File: src/rtl/dic_cmd_fsm_p.sv
// Digital-clock command FSM: decodes character strobes into run/alarm control and MSB-first digit loading.
// All outputs are registered one cycle after char_vld; there is no backpressure, so every strobe is consumed.
module dic_cmd_fsm_p #(
   parameter int                    NUM_DIGITS  = 4,
   parameter logic [NUM_DIGITS-1:0] TENS_MASK   = 4'b1010,
   parameter int                    TIMEOUT_CYC = 1000,
   parameter int                    BLINK_CYC   = 250
) (
   input  logic                  clk,
   input  logic                  rst_n,
   input  logic                  char_vld,
   input  logic                  det_num,
   input  logic                  det_num0to5,
   input  logic                  det_cr,
   input  logic                  det_atSign,
   input  logic                  det_A,
   input  logic                  det_L,
   input  logic                  det_S,
   output logic                  dicRun,
   output logic                  alarm_ena,
   output logic                  ld_time,
   output logic                  ld_alarm,
   output logic [NUM_DIGITS-1:0] dicLd,
   output logic [NUM_DIGITS-1:0] dicDsp,
   output logic                  ld_done,
   output logic                  ld_abort,
   output logic                  ld_err
);

   localparam int             PW      = (NUM_DIGITS > 1) ? $clog2(NUM_DIGITS) : 1;
   localparam logic [PW-1:0]  TOP     = PW'(NUM_DIGITS - 1);
   localparam logic [20:0]    TO_LAST = 21'(TIMEOUT_CYC - 1);
   localparam logic [31:0]    BL_LAST = 32'(BLINK_CYC - 1);

   typedef enum logic {IDLE, LOAD} mode_t;

   mode_t         mode;
   logic          run;
   logic          saved_run;
   logic [PW-1:0] pos;
   logic [20:0]   timer;
   logic [31:0]   bcnt;
   logic          blink_on;

   logic digit_ok;
   assign digit_ok = TENS_MASK[pos] ? det_num0to5 : det_num;
   assign dicRun   = run;

   function automatic logic [NUM_DIGITS-1:0] dsp(input logic [PW-1:0] p, input logic on);
      logic [NUM_DIGITS-1:0] v;
      v    = '1;
      v[p] = on;
      return v;
   endfunction

   // The strobe cycle itself counts as the first idle cycle, so the timer restarts at 1.
   always_ff @(posedge clk or negedge rst_n) begin
      if (!rst_n) begin
         mode      <= IDLE;
         run       <= 1'b0;
         saved_run <= 1'b0;
         alarm_ena <= 1'b0;
         ld_time   <= 1'b0;
         ld_alarm  <= 1'b0;
         dicLd     <= '0;
         dicDsp    <= '1;
         ld_done   <= 1'b0;
         ld_abort  <= 1'b0;
         ld_err    <= 1'b0;
         pos       <= TOP;
         timer     <= '0;
         bcnt      <= '0;
         blink_on  <= 1'b1;
      end else begin
         dicLd    <= '0;
         ld_done  <= 1'b0;
         ld_abort <= 1'b0;
         ld_err   <= 1'b0;
         case (mode)
            IDLE: begin
               if (char_vld) begin
                  if (det_cr) begin
                     run <= 1'b0;
                  end else if (det_num || det_num0to5) begin
                     run <= run;
                  end else if (det_L || det_A) begin
                     mode     <= LOAD;
                     pos      <= TOP;
                     timer    <= 21'd1;
                     bcnt     <= '0;
                     blink_on <= 1'b1;
                     dicDsp   <= dsp(TOP, 1'b1);
                     if (det_L) begin
                        ld_time   <= 1'b1;
                        saved_run <= run;
                        run       <= 1'b0;
                     end else begin
                        ld_alarm  <= 1'b1;
                     end
                  end else if (det_S) begin
                     run <= 1'b1;
                  end else if (det_atSign) begin
                     alarm_ena <= ~alarm_ena;
                  end
               end
            end
            LOAD: begin
               // Default: advance timer and blink; pos changes and exits override below.
               timer <= timer + 21'd1;
               if (bcnt == BL_LAST) begin
                  bcnt     <= '0;
                  blink_on <= ~blink_on;
                  dicDsp   <= dsp(pos, ~blink_on);
               end else begin
                  bcnt <= bcnt + 32'd1;
               end
               if (char_vld) begin
                  timer <= 21'd1;
                  if (!det_cr && digit_ok) begin
                     dicLd <= NUM_DIGITS'(1) << pos;
                  end
                  if (!det_cr && !digit_ok) begin
                     ld_err <= 1'b1;
                  end else if (!det_cr && pos != '0) begin
                     pos      <= pos - PW'(1);
                     bcnt     <= '0;
                     blink_on <= 1'b1;
                     dicDsp   <= dsp(pos - PW'(1), 1'b1);
                  end
               end
               if ((char_vld && (det_cr || (digit_ok && pos == '0))) ||
                   (!char_vld && timer >= TO_LAST)) begin
                  mode     <= IDLE;
                  ld_time  <= 1'b0;
                  ld_alarm <= 1'b0;
                  pos      <= TOP;
                  timer    <= '0;
                  bcnt     <= '0;
                  blink_on <= 1'b1;
                  dicDsp   <= '1;
                  if (ld_time) run <= saved_run;
                  if (char_vld && !det_cr) ld_done  <= 1'b1;
                  else                     ld_abort <= 1'b1;
               end
            end
            default: mode <= IDLE;
         endcase
      end
   end

endmodule

File: config.mk
export PLATFORM = sky130hd
export DESIGN_NAME = dic_cmd_fsm_p
export DESIGN_NICKNAME = d
export VERILOG_FILES = /design/src/rtl/dic_cmd_fsm_p.sv
export SDC_FILE = /design/constraint.sdc
export NUM_CORES = 1
export LEC_CHECK = 0
export BUFFER_PORTS_ARGS = -buffer_cell sky130_fd_sc_hd__clkbuf_2
export CAP_MARGIN = 5
export CORE_MARGIN = 4
export CORE_UTILIZATION = 30
export CTS_CLUSTER_DIAMETER = 50
export DETAILED_ROUTE_END_ITERATION = 12
export PLACE_DENSITY = 0.42
export SYNTH_ARGS = -nofsm -noshare
export SYNTH_HDL_FRONTEND = slang
export SYNTH_SLANG_ARGS = --single-unit
export TNS_END_PERCENT = 1
File: constraint.sdc
create_clock -name clk -period 3.42 [get_ports clk]
set_input_delay 0.171 -clock clk [delete_from_list [all_inputs] [get_ports clk]]
set_output_delay 0.171 -clock clk [all_outputs]
set_load 0.03 [all_outputs]
======== Yosys cells after proc, flatten, opt, wreduce, memory -nomap -nowiden ========
Index checks and enable logic that the tools add are counted.
cells by class
  $lt $le $gt $ge ......................... 3
  shift-type cells ........................ 1
  $add $sub $neg .......................... 3
  eq/ne operators ......................... 15
  multiplexer cells ....................... 91
  reduce and logical (&&, ||, !) cells .... 24
  bitwise gates (word level) .............. 9
operators with widths
  operator               number
  $mux 32                9
  $mux 21                6
  $pmux 32 s2            1
  $mux 4                 12
  $mux 1                 45
  $pmux 21 s2            1
  $add 32x1->32 const B  1
  $eq 32x8->1 const B    1
  $reduce_and 6->1       4
  $add 21x1->21 const B  1
  $ge 21x10->1 const B   1
  $mux 2                 8
  $ne 2x2->1 const B     7
  $reduce_and 7->1       2
  $pmux 1 s2             5
  $logic_and 1x1->1      8
  $ne 4x4->1 const B     2
  $pmux 4 s2             1
  $not 1->1              7
  $ne 3x2->1 const B     2
  $logic_or 1x1->1       4
  $not 4->4              1
  $or 4x4->4             1
  $pmux 2 s2             1
  other kinds (13)       15
storage, ports and cells
  flip-flop bits (word level) ............. 73
  input port bits ......................... 10
  logic and storage cells ................. 161
  output and inout port bits .............. 15

======== Depth between registers and ports, before layout ========
  word-level depth ........................ 12
  depth in mapped cells ................... 9
  mapped depth without buffers ............ 7

======== Worst setup path after synthesis ========
Ideal clock, no wire load.
  path type ............................... flip-flop to flip-flop
  from .................................... register pos[0]
  to ...................................... register bcnt[5]
  path buffers ............................ 2
  library setup time ...................... 124 ps
  data arrival time ....................... 2,053 ps
  slack ................................... 1,243 ps
  data required time ...................... 3,296 ps
  clock period less this slack ............ 2,177 ps
  cell stages (with the launch flop) ...... 9
  cell sequence ........................... dfstp_2 -> inv_1 -> ha_1 -> nor3_2 -> o21bai_1 -> buf_2 -> buf_2 -> nor3_1 -> a211o_1
between the ends
  cells in the longest elaborated chain, start to end .. 9
  elaborated cells on any way between the ends .. 17
  classes of those cells .................. mux: 8; reduce/logical: 9
RTL lines
  what                                                   line      RTL
  start: declaration                                     40        logic [PW-1:0] pos;
  start signal: assignment                               125       pos <= pos - PW'(1);
  $bmux 1 s2                                             46        assign digit_ok = TENS_MASK[pos] ? det_num0to5 : det_num;
  $mux 1 (not written as such)                           46
  $mux 1                                                 46
  $logic_not 1->1 or $logic_and 1x1->1 (tied branches)   122, 131
  $logic_and 1x1->1 or $logic_or 1x1->1 (tied branches)  122, 131
  $mux 32 or $logic_and 1x1->1 (tied branches)           122, 131
  $mux 32 or $logic_or 1x1->1 (tied branches)            117, 131
  $mux 32 *                                              131       if ((char_vld && (det_cr || (digit_ok && pos == '0))) ||
  $pmux 32 s2 *                                          79        case (mode)
  end signal: assignment                                 115       bcnt <= bcnt + 32'd1;
  end: declaration                                       42        logic [31:0] bcnt;
Every way passes the cells marked *; elsewhere a longest branch is shown, timed or not. The select of a mux whose other input is x is not followed.
A chain may end at the register's enable or synchronous reset.

======== Worst setup path after layout ========
  from .................................... register pos[0]
  to ...................................... register bcnt[18]
The elaborated chain is that of the path after synthesis.

==> results.tsv <==
metric	value	unit
cells on worst reg2reg path	8	
metal2 WL	4920	um
Hold Vio Cnt, Final	16	
worst slew pin tran	0.957	ns
R2R setup slack	0.79	ns
Remaining DRCs	0	
Final Total Pwr	2.71	mW
HPWL Detailed	6910	um
clk sink count	73	
Max Fclk	380	MHz
leakage power	2.00	nW
number of global-route vias before repair	3321	
NetSw	911	uW
Fillers	1335	
cell taking the most area after synthesis	dfrtp_1	
CTS buffer count	9	
Seq cells post-synth	73	
worst path required time	3.63	ns
GRT Residual Overflow	0	
Tcrit/Tclk final	76.9	%
hold_buf cts	0	
CP startpoint kind	register	
Cell Int Power	1.80	mW
Post-Syn Nets	442	
VDD IR-drop max	0.000207	V
CP Capture Type	register	
Pins Over Slew Limit	0	
Port Buffers	24	
clock buffer depth	2	
ANT cells	0	
CP arrival	2.84	ns
first-pass GRT wire length	17700	um
critical path class	reg2reg	
gpl congestion	0.765	
Core Area	0.0133	sq mm
final wirelength	10300	um
clock latency on the worst-skew pair	0.34	ns
DR WL/cell	16.5	um
Slew HR	36.2	%
PwrDens	575	mW/mm^2
Post-synth top flop	dfrtp_1	
Syn Inst Count	425	
M1 wire length	4900	um
critical path peak fanout	24	
reg2reg end	bcnt[18]	
Tightest Hold Check Type	in2async	
DRT Pass-1 Iters	5	
Reg area	0.00184	sq mm
Synth area leaders	dfrtp_1, dfstp_2, nor4_1, nand2_1, nor2_1	
cell area after synthesis	0.00407	sq mm
Die Y	125	um
Layout Nets	461	
final setup vio count	0	
Worst-path clk slew	0.06	ns
area of the multi-input gates	0.00210	sq mm
area delta synth->final	15.4	%
Post-synth EDFFs	0	
layout cells sized above 1	15.8	%
Root Driver	clkbuf_16	
Sw Share	33.7	%
die area	0.0155	sq mm
WL met3	347	um
post-route ant nets	0	
power share of the clock group	38.7	%
largest net degree at the start of global routing	74	
Hold WS	-0.0206	ns
H-tree depth	3	
DR vias	3460	
post_cts resized	0	
Comb power frac	23.8	%
vias per inst	5.54	
skew final	0.00976	ns
drt first-iter violations	229	
Yosys cell types	65	
CTS tree	done	
Die W	125	um
Setup Buffers After CTS	0	
crit path capture	bcnt[18]	
initial antenna violation count	0	
post-synth top area share	40.5	%
# IOs	25	
average size of a mapped cell	9.59	sq um
Total GRT Usage	13.9	%
crit path from	pos[0]	
Syn. warnings	0	
row cnt	42	
max-cap check violation count	0	
FFs w/ async S/R, synth	100	%
register area share after synthesis	45.1	%
initial core utilization	30.6	%
Final TNS setup	0	ns
top routing layer used	met4	
RSZ-0062 raised after global routing	false	
post-route minimum period	2.63	ns
R2R Path Start	pos[0]	
most common cell after layout, fill and taps aside	dfrtp_1	
violated checks	hold timing	
status	finished with violations	
Reg power frac	37.5	%
commonest non-fill, non-tap cells in the layout	dfrtp_1, nor2_1, nand2_1	
[layer usage]
metal | GRT usage [%] | up-vias
li1 | - | 1665
met2 | 22.2 | 63
met3 | 2.83 | 12
met1 | 18.6 | 1720
met5 | 0 | -
met4 | 5.42 | 0
[synthesized netlist by cell type (10+ instances only)]
library cell	instances
and2_1	13
and3_1	11
dfrtp_1	66
inv_1	15
nand2_1	30
nand3_1	19
nand4_1	13
nor2_1	30
nor3_1	18
nor4_1	27
o21ai_0	12
o31ai_1	10
xnor2_1	10
[kinds of logic (layout without fill, tap and decap cells)]
logic type	count (synthesis)	after routing	synth area share, %
simple gates	197	197	27.3
xor+xnor	10	10	2.15
fa+ha+maj	7	7	2.15
mux	8	8	2.09
flops	73	73	45.1
compound gates	94	94	17.4
buf+inv	36	60	3.84
[registers in the layout (all words and copies together), names as in the netlist]
signal     flops
alarm_ena      1
bcnt          32
blink_on       1
dicDsp         4
dicLd          4
dicRun         1
ld_abort       1
ld_alarm       1
ld_done        1
ld_err         1
ld_time        1
mode           1
pos            2
saved_run      1
timer         21
[per-stage QoR]
step	hold slack, ns	utilization, %	cells	setup slack (ns)	area, sq um
3_5_place_dp	0.393	32.9	609	0.806	4370
6_report	-0.0206	35.4	625	0.789	4700
3_3_place_gp	0.399	32.9	609	0.834	4370
5_1_grt	0.0799	35.4	625	0.632	4700
4_1_cts	0.0228	35.4	625	0.790	4700
2_1_floorplan	-0.125	-	425	1.24	4070
[cell type report]
cell class	count	area share (%)
Timing Repair Buffer	29	3.41
Tap cell	176	4.68
Sequential cell	73	39.0
Clock inverter	6	1.94
Inverter	15	1.20
Multi-Input combinational cell	316	44.7
Clock buffer	10	5.08
[power groups by stage]
stage	Clock [mW]	Combinational, mW	Sequential, mW
final	1.05	0.643	1.01
after global routing	1.12	0.721	1.03
after CTS	1.09	0.660	1.01
after detailed placement	0	0.658	1.03
after global placement	0	0.654	1.03
after floorplan	0	0.429	1.05
[critical path, cell delays in order (launching register included)]
cell and delay, ns:
dfstp_2 0.61, inv_1 0.08, ha_1 0.29, nor3_2 0.39
o21bai_2 0.19, buf_4 0.23, buf_4 0.32, or2_2 0.27
o211ai_1 0.11
[how the worst min path moves through the flow]
| stage | from | endpoint | slack [ns] |
|---|---|---|---|
| final | rst_n | timer[19] | -0.02 |
| after global routing | rst_n | timer[19] | 0.08 |
| after detailed placement | rst_n | timer[19] | 0.39 |
| after floorplan | rst_n | alarm_ena | -0.12 |
| after CTS | rst_n | timer[15] | 0.02 |
| after global placement | rst_n | timer[15] | 0.40 |
(Power assumes the default switching activity.)
